[config.mk]
export PLATFORM = sky130hd
export DESIGN_NAME = acc_core
export DESIGN_NICKNAME = d
export VERILOG_FILES = /design/src/rtl/acc_core_pkg.sv /design/src/rtl/acc_core_alu.sv /design/src/rtl/acc_core.sv
export SDC_FILE = /design/constraint.sdc
export NUM_CORES = 1
export LEC_CHECK = 0
export ABC_CLOCK_PERIOD_IN_PS = 3760
export CAP_MARGIN = 25
export CORE_MARGIN = 4
export CORE_UTILIZATION = 55
export DETAILED_ROUTE_END_ITERATION = 8
export HOLD_SLACK_MARGIN = 0.03
export PLACE_DENSITY = 0.9
export SYNTH_ARGS = -nofsm -noshare
export SYNTH_HDL_FRONTEND = slang
export SYNTH_SLANG_ARGS = --single-unit
[constraint.sdc]
create_clock -name clk -period 3.76 [get_ports clk]
set_input_delay 1.128 -clock clk [delete_from_list [all_inputs] [get_ports clk]]
set_output_delay 1.128 -clock clk [all_outputs]
set_load 0.02 [all_outputs]
[src/rtl/acc_core_pkg.sv]
// Shared types and constants for the accumulator core: opcode set, FSM states
// and the opcode field width.
package acc_core_pkg;

  localparam int unsigned OPW = 3;

  typedef enum logic [OPW-1:0] {
    OP_ADD = 3'b000,
    OP_SUB = 3'b001,
    OP_AND = 3'b010,
    OP_NOT = 3'b011,
    OP_LDA = 3'b100,
    OP_STA = 3'b101,
    OP_JMP = 3'b110,
    OP_JZ  = 3'b111
  } opcode_e;

  typedef enum logic [2:0] {
    ST_FETCH,
    ST_DECODE,
    ST_MEM,
    ST_EXEC,
    ST_HALT
  } state_e;

endpackage

[src/rtl/acc_core_alu.sv]
// Combinational accumulator ALU; arithmetic wraps modulo 2^DW, no flags.
module acc_core_alu
  import acc_core_pkg::*;
#(
  parameter int unsigned DW = 16
) (
  input  logic [DW-1:0] acc_i,
  input  logic [DW-1:0] mdr_i,
  input  opcode_e       opcode_i,
  output logic [DW-1:0] result_o
);

  always_comb begin
    result_o = acc_i;
    case (opcode_i)
      OP_ADD:  result_o = acc_i + mdr_i;
      OP_SUB:  result_o = acc_i - mdr_i;
      OP_AND:  result_o = acc_i & mdr_i;
      OP_NOT:  result_o = ~acc_i;
      OP_LDA:  result_o = mdr_i;
      default: result_o = acc_i;
    endcase
  end

endmodule

[src/rtl/acc_core.sv]
// Multi-cycle accumulator CPU: FETCH/DECODE/MEM/EXEC/HALT over an external
// req/ack memory port.
module acc_core
  import acc_core_pkg::*;
#(
  parameter int unsigned DW     = 16,
  parameter int unsigned PC_RST = 0
) (
  input  logic          clk,
  input  logic          rst_n,
  output logic          mem_req,
  output logic          mem_we,
  output logic [DW-4:0] mem_addr,
  output logic [DW-1:0] mem_wdata,
  input  logic [DW-1:0] mem_rdata,
  input  logic          mem_ack,
  output logic [DW-1:0] acc_o,
  output logic [DW-4:0] pc_o,
  output logic          zero,
  output logic          halted
);

  localparam int unsigned AW = DW - OPW;

  state_e        state_q, state_d;
  logic [AW-1:0] pc_q, pc_d;
  logic [DW-1:0] acc_q, acc_d;
  logic [DW-1:0] ir_q, ir_d;
  logic [DW-1:0] mdr_q, mdr_d;

  opcode_e       opc;
  logic [AW-1:0] ir_addr;
  logic [AW-1:0] pc_prev;
  logic [DW-1:0] alu_res;

  assign opc     = opcode_e'(ir_q[DW-1 -: OPW]);
  assign ir_addr = ir_q[AW-1:0];
  assign pc_prev = pc_q - AW'(1);

  acc_core_alu #(.DW(DW)) u_alu (
    .acc_i    (acc_q),
    .mdr_i    (mdr_q),
    .opcode_i (opc),
    .result_o (alu_res)
  );

  always_ff @(posedge clk or negedge rst_n) begin
    if (!rst_n) begin
      state_q <= ST_FETCH;
      pc_q    <= AW'(PC_RST);
      acc_q   <= '0;
      ir_q    <= '0;
      mdr_q   <= '0;
    end else begin
      state_q <= state_d;
      pc_q    <= pc_d;
      acc_q   <= acc_d;
      ir_q    <= ir_d;
      mdr_q   <= mdr_d;
    end
  end

  always_comb begin
    state_d = state_q;
    pc_d    = pc_q;
    acc_d   = acc_q;
    ir_d    = ir_q;
    mdr_d   = mdr_q;
    case (state_q)
      ST_FETCH: begin
        if (mem_ack) begin
          ir_d    = mem_rdata;
          pc_d    = pc_q + AW'(1);
          state_d = ST_DECODE;
        end
      end
      ST_DECODE: begin
        case (opc)
          OP_NOT: state_d = ST_EXEC;
          OP_JMP: begin
            // pc already points past this JMP, so a jump to pc-1 is a self-loop
            pc_d    = ir_addr;
            state_d = (ir_addr == pc_prev) ? ST_HALT : ST_FETCH;
          end
          OP_JZ: begin
            if (zero) pc_d = ir_addr;
            state_d = ST_FETCH;
          end
          default: state_d = ST_MEM;
        endcase
      end
      ST_MEM: begin
        if (mem_ack) begin
          if (opc == OP_STA) begin
            state_d = ST_FETCH;
          end else begin
            mdr_d   = mem_rdata;
            state_d = ST_EXEC;
          end
        end
      end
      ST_EXEC: begin
        acc_d   = alu_res;
        state_d = ST_FETCH;
      end
      ST_HALT: state_d = ST_HALT;
      default: state_d = ST_FETCH;
    endcase
  end

  // Request is gated by rst_n so it drops asynchronously and rises in the
  // first cycle after release without waiting for a clock edge.
  always_comb begin
    mem_req   = rst_n && ((state_q == ST_FETCH) || (state_q == ST_MEM));
    mem_we    = (state_q == ST_MEM) && (opc == OP_STA);
    mem_addr  = (state_q == ST_MEM) ? ir_addr : pc_q;
    mem_wdata = acc_q;
    halted    = (state_q == ST_HALT);
  end

  assign acc_o = acc_q;
  assign pc_o  = pc_q;
  assign zero  = (acc_q == '0);

endmodule

==> flow_summary_export.csv <==
group,metric,value,unit
clock_tree,cts_setup_buffers,0,
synth,synthMuxAreaShare,7.232,%
sta,tightest_slew,0.9486,ns
finish,nFillCells,700,
finish,drive_gt1_share,10.88,%
finish,n_antenna_cell,0,
synth,synth.most_common_cell,"dfrtp_1",
die,coreArea,8891,sq um
sta,slew_viol_final,0,
synth,synthSimpleGateAreaFrac,19.18,%
grt,grt_max_degree,65,
synth,syn_inst,609,
detailed_routing,wl_met2,7112,um
synth,yosys-top-cells-area,"dfrtp_1 (31%), mux2_2 (7.0%), a21oi_1 (4.8%), xnor2_1 (4.8%), ha_1 (4.6%)",
clock_tree,ctsLongestPathBuffers,2,
synth,synth_compound_area_share,23.04,%
setup_path,crit_type,"reg -> reg",
sta,slew_headroom,36.76,%
finish,design.final.nets,705,
clock_tree,tritoncts,"built",
outcome,outcome,"finished clean",
sta,rsz0062_at_grt,"false",
clock_tree,clkSinkCount,64,
synth,synth_adder_area_share,5.033,%
synth,synthArstFlopShare,100.0,%
setup_path,critPathMaxStageDelay,0.60,ns
synth,synth_top_area_share,31.27,%
finish,area_growth,18.49,%
synth,syn_area,5121,sq um
setup_path,crit_slowest_cell,"or4_4",
detailed_routing,top_layer,"met5",
grt,grt.overflow.total,0,
die,fp-row-count,34,
synth,syn_nets,648,
sta,finalHoldViolCount,0,
setup_path,worst-endpoint-arrival,3.78,ns
place,dp.final_hpwl,10790,um
sta,fin_skew,0.01054,ns
clock_tree,clk_pin_slew,0.08,ns
synth,synth_top_family_by_area,"compound AO/OA/AOI/OAI gates",
synth,yosys.area_share.xor_xnor,7.012,%
place,place_congestion,0.9562,
synth,syn_area_per_cell,8.409,sq um
synth,synthFlopType,"dfrtp_1",
clock_tree,cts_resized,0,
detailed_routing,wl_met1,6259,um
detailed_routing,dr_wl_met3,1281,um
job,cap_violations,0,
die,start_util,57.60,%
place,io_buffers,80,
clock_tree,clkLatencyLatePin,0.35,ns
sta,fin_tns_setup,0,ns
grt,antenna_found_initial,1,
die,dieHeight,104.5,um
detailed_routing,drc,0,
detailed_routing,avgViaCountPerCell,6.417,
synth,ys_seq_area_share,31.27,%
clock_tree,htreeDepth,3,
die,die_area,10920,sq um
detailed_routing,dr.pass1.iters,5,
synth,synth_area_leader_cell,"dfrtp_1",
synth,synth-edff-count,0,
worst_hold_path,hold_class,"reg -> reg",
grt,grt_pass1_wl,24590,um
synth,synth_common_cells,"dfrtp_1 (64), nand2_1 (59), nor2_1 (55), a21oi_1 (49), o21ai_0 (37)",
detailed_routing,vias,4999,
detailed_routing,drtIter0Drc,487,
die,io_pins,81,
sta,period_share,93.95,%
detailed_routing,ant_nets,0,
synth,yosys_warnings,0,
setup_path,path_max_fanout,8,
grt,grt_pass1_vias,4812,
setup_path,critPathCaptureType,"register",
setup_path,required,4.01,ns
detailed_routing,wl_per_cell,19.26,um
sta,setup_violations,0,
sta,max_freq,283.1,MHz
synth,ys_types,66,
synth,ys_ff_latch,64,
clock_tree,cts_buffers,9,
detailed_routing,wl,15000,um
setup_path,cp-start-kind,"register",
setup_path,crit_chain,"or4_4, or4_4, o21ai_0, xor2_1, ha_1, and4_1, a21oi_1, o21ai_0, mux2_2, a21oi_1, a21bo_2",
grt,grt_use_total,27.56,%
die,die_x,104.5,um
clock_tree,root_buffer,"clkbuf_8",
clock_tree,cts_hold_buf,0,
sta,fin_crit,3.533,ns
==> cells in the final DEF, fill, tap and decap left out, types with 5 or more instances in the layout <==
master	instances
a21o_1	7
a21oi_1	49
a22oi_1	6
a31oi_1	9
and2_1	5
and3_1	6
buf_4	16
clkbuf_8	10
clkdlybuf4s50_1	79
dfrtp_1	64
ha_1	19
inv_1	20
mux2_2	32
nand2_1	59
nand3_1	18
nor2_1	55
nor2b_1	6
nor3_1	18
nor3b_1	8
nor4_1	8
o21a_1	5
o21ai_0	37
o22a_1	6
o31ai_1	6
o32a_1	5
xnor2_1	28
xor2_1	13
==> layer usage <==
metal	vias up	track usage, %
li1	2321	-
met4	2	9.497
met1	2387	37.49
met2	255	45.02
met3	34	3.724
met5	-	0
==> state kept, by name, summed over array words and instances (netlist names) <==
name and count:
acc_o 16, ir_q 16, mdr_q 16, pc_o 13, state_q 3
==> logic make-up (layout without fill, tap and decap cells) <==
family	after synthesis	in the layout
buffers and inverters	71	133
AO/OA/AOI/OAI	176	176
adder cells (fa/ha/maj)	20	20
XOR/XNOR	41	41
flip-flops	64	64
multiplexers	33	33
AND/OR/NAND/NOR	204	204
==> worst max-delay path: cells and delay by family, from the launching register on <==
kind                     cells  cell delay, ns
adder cells (fa/ha/maj)      1            0.41
AO/OA/AOI/OAI                5            0.77
flip-flops                   1            0.46
AND/OR/NAND/NOR              3            1.34
XOR/XNOR                     1            0.09
multiplexers                 1            0.37
==> path summary, 6_finish.rpt <==
check                           startpoint   endpoint  slack, ns  cells past startpoint
worst max-delay path              mdr_q[6]  acc_o[14]       0.23                     11
worst min-delay path               ir_q[1]    ir_q[1]       0.60                      1
worst max register to register    mdr_q[6]  acc_o[14]       0.23                     11
worst min register to register     ir_q[1]    ir_q[1]       0.60                      1
max in group asynchronous            rst_n  mdr_q[10]       2.12                      2
min in group asynchronous            rst_n   acc_o[8]       1.07                      2
==> final cells by class <==
cell class	count	area, sq um	area share (%)
repair buffers	96	915.9	15.09
flip-flops and latches	64	1602	26.39
well taps	108	135.1	2.227
clock buffers	10	137.6	2.268
inverters	21	78.83	1.299
multi-input cells	474	3154	51.98
clock inverters	6	45.04	0.7423
==> per-stage QoR <==
step	worst slack, ns	utilization (%)	hold slack, ns	cells	cell area, sq um
3_5_place_dp	0.2685	66.20	0.5806	763	5886
4_1_cts	0.2455	68.25	0.5897	779	6068
3_3_place_gp	0.3595	66.20	0.5464	763	5886
6_report	0.2275	68.25	0.5967	779	6068
5_1_grt	0.03324	68.25	0.6162	779	6068
2_1_floorplan	0.4795	-	0.5155	609	5121
Power is not shown: default switching activity piles up to over one toggle a cycle in this logic, so the estimate is an artifact.
